<file path="config.mk">
export PLATFORM = sky130hd
export DESIGN_NAME = dpsram_rd_stream_flat
export DESIGN_NICKNAME = d
export VERILOG_FILES = /design/src/rtl/dpsram_rd_stream_if.sv /design/src/rtl/dpsram_rd_stream.sv /design/src/flat_wrapper.sv
export SDC_FILE = /design/constraint.sdc
export NUM_CORES = 1
export LEC_CHECK = 0
export CAP_MARGIN = 20
export CORE_UTILIZATION = 45
export DETAILED_ROUTE_END_ITERATION = 12
export PLACE_DENSITY = 0.73
export SYNTH_ARGS = -nofsm -noshare
export SYNTH_HDL_FRONTEND = slang
export SYNTH_SLANG_ARGS = --single-unit
</file>
<file path="constraint.sdc">
create_clock -name clk -period 3.8 [get_ports clk]
set_clock_uncertainty 0.05 [all_clocks]
set_input_delay 0.38 -clock clk [delete_from_list [all_inputs] [get_ports clk]]
set_output_delay 0.38 -clock clk [all_outputs]
set_load 0.05 [all_outputs]
</file>
<file path="src/rtl/dpsram_rd_stream_if.sv">
// Burst command and read-data stream bundle for dpsram_rd_stream.
// The DUT sits on the slave modport; the command source / stream sink sits on master.
interface dpsram_rd_stream_if #(
  parameter int A = 16,
  parameter int D = 32,
  parameter int L = 16
);
  // Handshake: a transfer happens on a posedge where valid && ready are both 1.
  // Once valid is raised it holds, with stable payload, until that transfer.
  logic         cmd_valid;
  logic         cmd_ready;
  logic [A-1:0] cmd_addr;
  logic [L-1:0] cmd_len;
  logic         out_valid;
  logic         out_ready;
  logic [D-1:0] out_data;
  logic         out_last;

  modport master (
    output cmd_valid, cmd_addr, cmd_len, out_ready,
    input  cmd_ready, out_valid, out_data, out_last
  );

  modport slave (
    input  cmd_valid, cmd_addr, cmd_len, out_ready,
    output cmd_ready, out_valid, out_data, out_last
  );
endinterface

</file>
<file path="src/rtl/dpsram_rd_stream.sv">
// Burst read initiator for a 1-cycle-latency SRAM, streaming words through a 2-entry skid FIFO.
// Define DPSRAM_RD_ABORT_EN to add an abort input that cancels a burst in progress.
module dpsram_rd_stream #(
  parameter int A = 16,
  parameter int D = 32,
  parameter int L = 16
) (
  input  logic             clk,
  input  logic             rst,
`ifdef DPSRAM_RD_ABORT_EN
  input  logic             abort,
`endif
  dpsram_rd_stream_if.slave bus,
  output logic             busy,
  output logic             ren,
  output logic [A-1:0]     raddr,
  input  logic [D-1:0]     rdata,
  output logic [1:0]       dbg_state
);

  typedef enum logic [1:0] {IDLE = 2'd0, ISSUE = 2'd1, DRAIN = 2'd2} state_e;

  state_e       state_q, state_d;
  logic [A-1:0] addr_q, addr_d;
  logic [L:0]   remaining_q, remaining_d;
  logic         inflight_q, inflight_d;
  logic         inflight_last_q, inflight_last_d;
  logic [D:0]   fifo_q [2];
  logic [D:0]   fifo_d [2];
  logic         wr_ptr_q, wr_ptr_d;
  logic         rd_ptr_q, rd_ptr_d;
  logic [1:0]   count_q, count_d;

  logic       accept;
  logic       pop;
  logic       push;
  logic       flush;
  logic [2:0] occ_after;

`ifdef DPSRAM_RD_ABORT_EN
  assign flush = abort && (state_q != IDLE);
`else
  assign flush = 1'b0;
`endif

  assign bus.cmd_ready = (state_q == IDLE) && !rst;
  assign bus.out_valid = (count_q != 2'd0);
  assign bus.out_data  = fifo_q[rd_ptr_q][D-1:0];
  assign bus.out_last  = bus.out_valid && fifo_q[rd_ptr_q][D];
  assign busy          = (state_q != IDLE);
  assign raddr         = addr_q;
  assign dbg_state     = state_q;

  assign accept = bus.cmd_valid && bus.cmd_ready;
  assign pop    = bus.out_valid && bus.out_ready;
  assign push   = inflight_q;

  // Words that will occupy the FIFO after this edge if nothing new is issued.
  assign occ_after = {1'b0, count_q} - {2'b00, pop} + {2'b00, inflight_q};
  assign ren       = (state_q == ISSUE) && (remaining_q != '0) && (occ_after < 3'd2) && !flush;

  always_comb begin
    state_d         = state_q;
    addr_d          = addr_q;
    remaining_d     = remaining_q;
    inflight_d      = ren;
    inflight_last_d = ren && (remaining_q == {{L{1'b0}}, 1'b1});
    case (state_q)
      IDLE: begin
        if (accept) begin
          state_d     = ISSUE;
          addr_d      = bus.cmd_addr;
          remaining_d = {1'b0, bus.cmd_len} + {{L{1'b0}}, 1'b1};
        end
      end
      ISSUE: begin
        if (ren) begin
          addr_d      = addr_q + {{(A-1){1'b0}}, 1'b1};
          remaining_d = remaining_q - {{L{1'b0}}, 1'b1};
          if (remaining_q == {{L{1'b0}}, 1'b1}) state_d = DRAIN;
        end
      end
      DRAIN: begin
        if (pop && bus.out_last) state_d = IDLE;
      end
      default: state_d = IDLE;
    endcase
    if (flush) begin
      state_d    = IDLE;
      inflight_d = 1'b0;
    end
  end

  always_comb begin
    fifo_d   = fifo_q;
    wr_ptr_d = wr_ptr_q;
    rd_ptr_d = rd_ptr_q;
    count_d  = count_q;
    if (push) begin
      fifo_d[wr_ptr_q] = {inflight_last_q, rdata};
      wr_ptr_d         = ~wr_ptr_q;
    end
    if (pop) rd_ptr_d = ~rd_ptr_q;
    count_d = count_q + {1'b0, push} - {1'b0, pop};
    // Abort drops both queued words and the word still coming back from the SRAM.
    if (flush) begin
      wr_ptr_d = 1'b0;
      rd_ptr_d = 1'b0;
      count_d  = 2'd0;
    end
  end

  always_ff @(posedge clk) begin
    if (rst) begin
      state_q         <= IDLE;
      addr_q          <= '0;
      remaining_q     <= '0;
      inflight_q      <= 1'b0;
      inflight_last_q <= 1'b0;
      fifo_q[0]       <= '0;
      fifo_q[1]       <= '0;
      wr_ptr_q        <= 1'b0;
      rd_ptr_q        <= 1'b0;
      count_q         <= 2'd0;
    end else begin
      state_q         <= state_d;
      addr_q          <= addr_d;
      remaining_q     <= remaining_d;
      inflight_q      <= inflight_d;
      inflight_last_q <= inflight_last_d;
      fifo_q[0]       <= fifo_d[0];
      fifo_q[1]       <= fifo_d[1];
      wr_ptr_q        <= wr_ptr_d;
      rd_ptr_q        <= rd_ptr_d;
      count_q         <= count_d;
    end
  end

  a_no_overflow: assert property (@(posedge clk) disable iff (rst)
    !(push && !pop && (count_q == 2'd2)));

endmodule

</file>
<file path="src/flat_wrapper.sv">
// flat-port wrapper written by rule: the top's interface ports become plain ports
module dpsram_rd_stream_flat 
#(
  parameter int A = 16,
  parameter int D = 32,
  parameter int L = 16
)
  (clk, rst, busy, ren, raddr, rdata, dbg_state, bus_cmd_valid, bus_cmd_addr, bus_cmd_len, bus_out_ready, bus_cmd_ready, bus_out_valid, bus_out_data, bus_out_last);
  dpsram_rd_stream_if #(.A(A), .D(D), .L(L)) bus_i ();
  input  logic clk;
  input  logic rst;
  output logic busy;
  output logic ren;
  output logic [A-1:0] raddr;
  input  logic [D-1:0] rdata;
  output logic [1:0] dbg_state;
  input wire logic [$bits(bus_i.cmd_valid)-1:0] bus_cmd_valid;
  input wire logic [$bits(bus_i.cmd_addr)-1:0] bus_cmd_addr;
  input wire logic [$bits(bus_i.cmd_len)-1:0] bus_cmd_len;
  input wire logic [$bits(bus_i.out_ready)-1:0] bus_out_ready;
  output wire logic [$bits(bus_i.cmd_ready)-1:0] bus_cmd_ready;
  output wire logic [$bits(bus_i.out_valid)-1:0] bus_out_valid;
  output wire logic [$bits(bus_i.out_data)-1:0] bus_out_data;
  output wire logic [$bits(bus_i.out_last)-1:0] bus_out_last;
  assign bus_i.cmd_valid = bus_cmd_valid;
  assign bus_i.cmd_addr = bus_cmd_addr;
  assign bus_i.cmd_len = bus_cmd_len;
  assign bus_i.out_ready = bus_out_ready;
  assign bus_cmd_ready = bus_i.cmd_ready;
  assign bus_out_valid = bus_i.out_valid;
  assign bus_out_data = bus_i.out_data;
  assign bus_out_last = bus_i.out_last;
  dpsram_rd_stream #(.A(A), .D(D), .L(L)) u_core (.clk(clk), .rst(rst), .bus(bus_i), .busy(busy), .ren(ren), .raddr(raddr), .rdata(rdata), .dbg_state(dbg_state));
endmodule
</file>
==> results.md <==
* Status: finished clean
* Ys Warns at 0
* Hold crit path type: in2reg
* Number of synthesized register bits at 107
* Critical Path AT at 3.07 ns
* H-tree Lvls at 3
* Clk_lat worst skew at 0.35 ns
* Final weighted congestion in routability-driven placement at 0.8651
* Number of endpoints failing setup at the final stage at 0
* Total power at 0.003936 W
* Fin crit share at 92.04%
* FFs w/ async S/R, synth at 0%
* Antenna Nets Post-Route at 0
* 1st-iter DRT viols at 361
* List of most frequent post-synthesis cells: nand2_1, dfxtp_1, a21oi_1, nor2_1, mux2_2
* CP startpoint: u_core.count_q[1]$_SDFF_PP0_
* Worst R2R Path Depth at 12
* Leak Pwr at 2.474 nW
* Post-synth top area cell: dfxtp_1
* Share of cells above drive strength 1 at 10.24%
* Cts bufs inserted at 9
* Gr usage total at 23.51%
* Post-Syn Area per Cell at 7.882 um2
* Synth Flop Type: dfxtp_1
* Hold Violations, Final at 0
* DRC viols at 0
* # fillers at 1,044
* Synth top area share at 38.99%
* Global-route wire length before repair at 24,190 um
* Vias post-DR at 5,411
* DRT Pass-1 Iters at 6
* Place WS at 0.2321 ns
* Antenna diode count at 0
* CTS clk-pin slew, worst paths at 0.07 ns
* Critical Path Fanout Max at 15
* Die Ht at 112.5 um
* Row cnt at 39
* CP Class: reg2out
* Count leader, synth: nand2_1
* Final #Nets at 873
* Placed cell area at 6782 um2
* Setup ws final at 0.3026 ns
* CTS tree: built
* Drt wl/cell at 15.81 um
* Gate Count Post-Synth at 697
* # IOs at 123
* VDD IR-drop max at 0.0002461 V
* RSZ-0062 raised after global routing: false
* Critical Path RT at 3.37 ns
* CP endpoint kind: output port
* Yosys cell types at 65
* CORE AREA at 11,660 um2
* Initial Util at 47.11%
* Max Buffers Root-to-Sink at 2
* Sink Count at 107
* Fin crit period at 3.497 ns
* Cell Area, Synth at 5494 um2
* FMAX at 285.9 MHz
* Max cap viols at 0
* Slew Viols, Final at 0
* Final HPWL DP at 10,320 um
* Vias/cell at 5.732
* Seq/Total Area, Yosys at 38.99%
* Grt ovf at 0
* Post-synth EDFFs at 0
* Hold Path Stages at 2
* Area Overhead vs Synth at 28.70%
* Vias in the first global route at 5,137
* Hold path startpoint: rst
* Area contributors post-synth: dfxtp_1, nand2_1, a21oi_1
* Clk root buf: clkbuf_16
* Pin count of the biggest net entering global routing at 80
* Worst setup SP type: flip-flop
* WL final at 14,930 um
* Post-CTS Hold Buffers at 0
* R2R Path Start: u_core.count_q[1]$_SDFF_PP0_
* Tightest Pin Transition at 0.9548 ns
* Initial antenna violation count at 0
* Fin area at 7071 um2
* Die area at 12,660 um2
* Max-slew headroom at 36.26%
* Setup TNS at 0 ns
* Die span in x at 112.5 um
* PortBufs at 122
* Power per cell area at 556.7 nW/um2
* Syn_nets at 773
layer usage:
metal | wire [um] | vias up | track usage [%] | part of all wire (%)
li1 | - | 2642 | - | -
met1 | 6657 | 2567 | 30.27 | 45
met2 | 7150 | 175 | 39.92 | 48
met3 | 739 | 27 | 2.754 | 5.0
met4 | 380 | 0 | 9.956 | 2.5
met5 | 0 | - | 0 | 0
final timing paths:
kind / end / slack [ns]
min: u_core.rd_ptr_q$_SDFFE_PP0P_ / 0.37
max: ren / 0.30
max reg2reg: u_core.remaining_q[11]$_SDFFE_PP0P_ / 0.65
min reg2reg: u_core.fifo_q[56]$_SDFFE_PP0P_ / 0.40
state kept, by name, summed over array words and instances (netlist names):
name                    flops
u_core.inflight_last_q      1
u_core.dbg_state            2
u_core.inflight_q           1
u_core.wr_ptr_q             1
u_core.count_q              2
u_core.raddr               16
u_core.fifo_q              66
u_core.remaining_q         17
u_core.rd_ptr_q             1
timing repair:
item,in CTS,in global routing
setup buffers,0,0
resized for setup,0,1
setup endpoints to repair,0,1
logic make-up after synthesis:
group	after synthesis	synth area share, %
adder cells (fa/ha/maj)	8	1.958
flip-flops	107	38.99
AO/OA/AOI/OAI	166	18.58
AND/OR/NAND/NOR	299	25.17
buffers and inverters	63	5.124
multiplexers	36	7.310
XOR/XNOR	18	2.870
final cells by class:
type	instances	area [um2]	area share [%]
inverters	18	67.56	0.9556
clock buffers	9	225.2	3.185
repair buffers	134	1319	18.65
flip-flops and latches	107	2143	30.31
clock inverters	6	61.31	0.8671
well taps	143	178.9	2.531
multi-input cells	527	3075	43.50
placed cells by master (no fill, tap or decap), types with 3 or more instances in the layout:
master and count:
nand2_1 158, clkdlybuf4s50_1 120, dfxtp_1 106, a21oi_1 97
nor2_1 36, mux2_2 33, nor3_1 20, nand3_1 20
inv_1 17, o21ai_0 15, buf_4 13, nand4_1 11
nor4_1 11, xnor2_1 9, xor2_1 9, clkbuf_16 9
o21ai_1 8, ha_1 7, o22ai_1 6, and2_1 5
nor2b_1 5, or4_1 5, nand2b_1 4, and3_1 4
or3_1 4, or4_4 3, mux2i_1 3, nand3b_1 3
o2bb2ai_1 3, o211ai_1 3
worst max-delay path, stage by stage, from the launching register on:
cell and delay, ns:
dfxtp_1 0.34, nor2_1 0.14, inv_1 0.06, and2_1 0.18
ha_1 0.27, inv_1 0.04, ha_1 0.19, fa_1 0.39
xnor2_1 0.15, nor2_2 0.27, nand3_2 0.35, inv_2 0.20
buf_12 0.15
through the flow:
stage               utilization, %  hold slack [ns]  cells
floorplan                        -           0.3821    697
global placement             58.15           0.3880    929
detailed placement           58.15           0.3954    929
CTS                          60.61           0.3608    944
global route                 60.63           0.3783    944
finish                       60.63           0.3708    944
power breakdown:
group | total (W) | leakage (nW) | switching (W) | internal (W)
Sequential | 0.00144 | 0.870 | 0.000186 | 0.00125
Combinational | 0.00160 | 1.47 | 0.000969 | 0.000635
Clock | 0.000896 | 0.137 | 0.000440 | 0.000456
Total | 0.00394 | 2.47 | 0.00159 | 0.00234
Note: power is estimated with default switching activity, not from simulation.
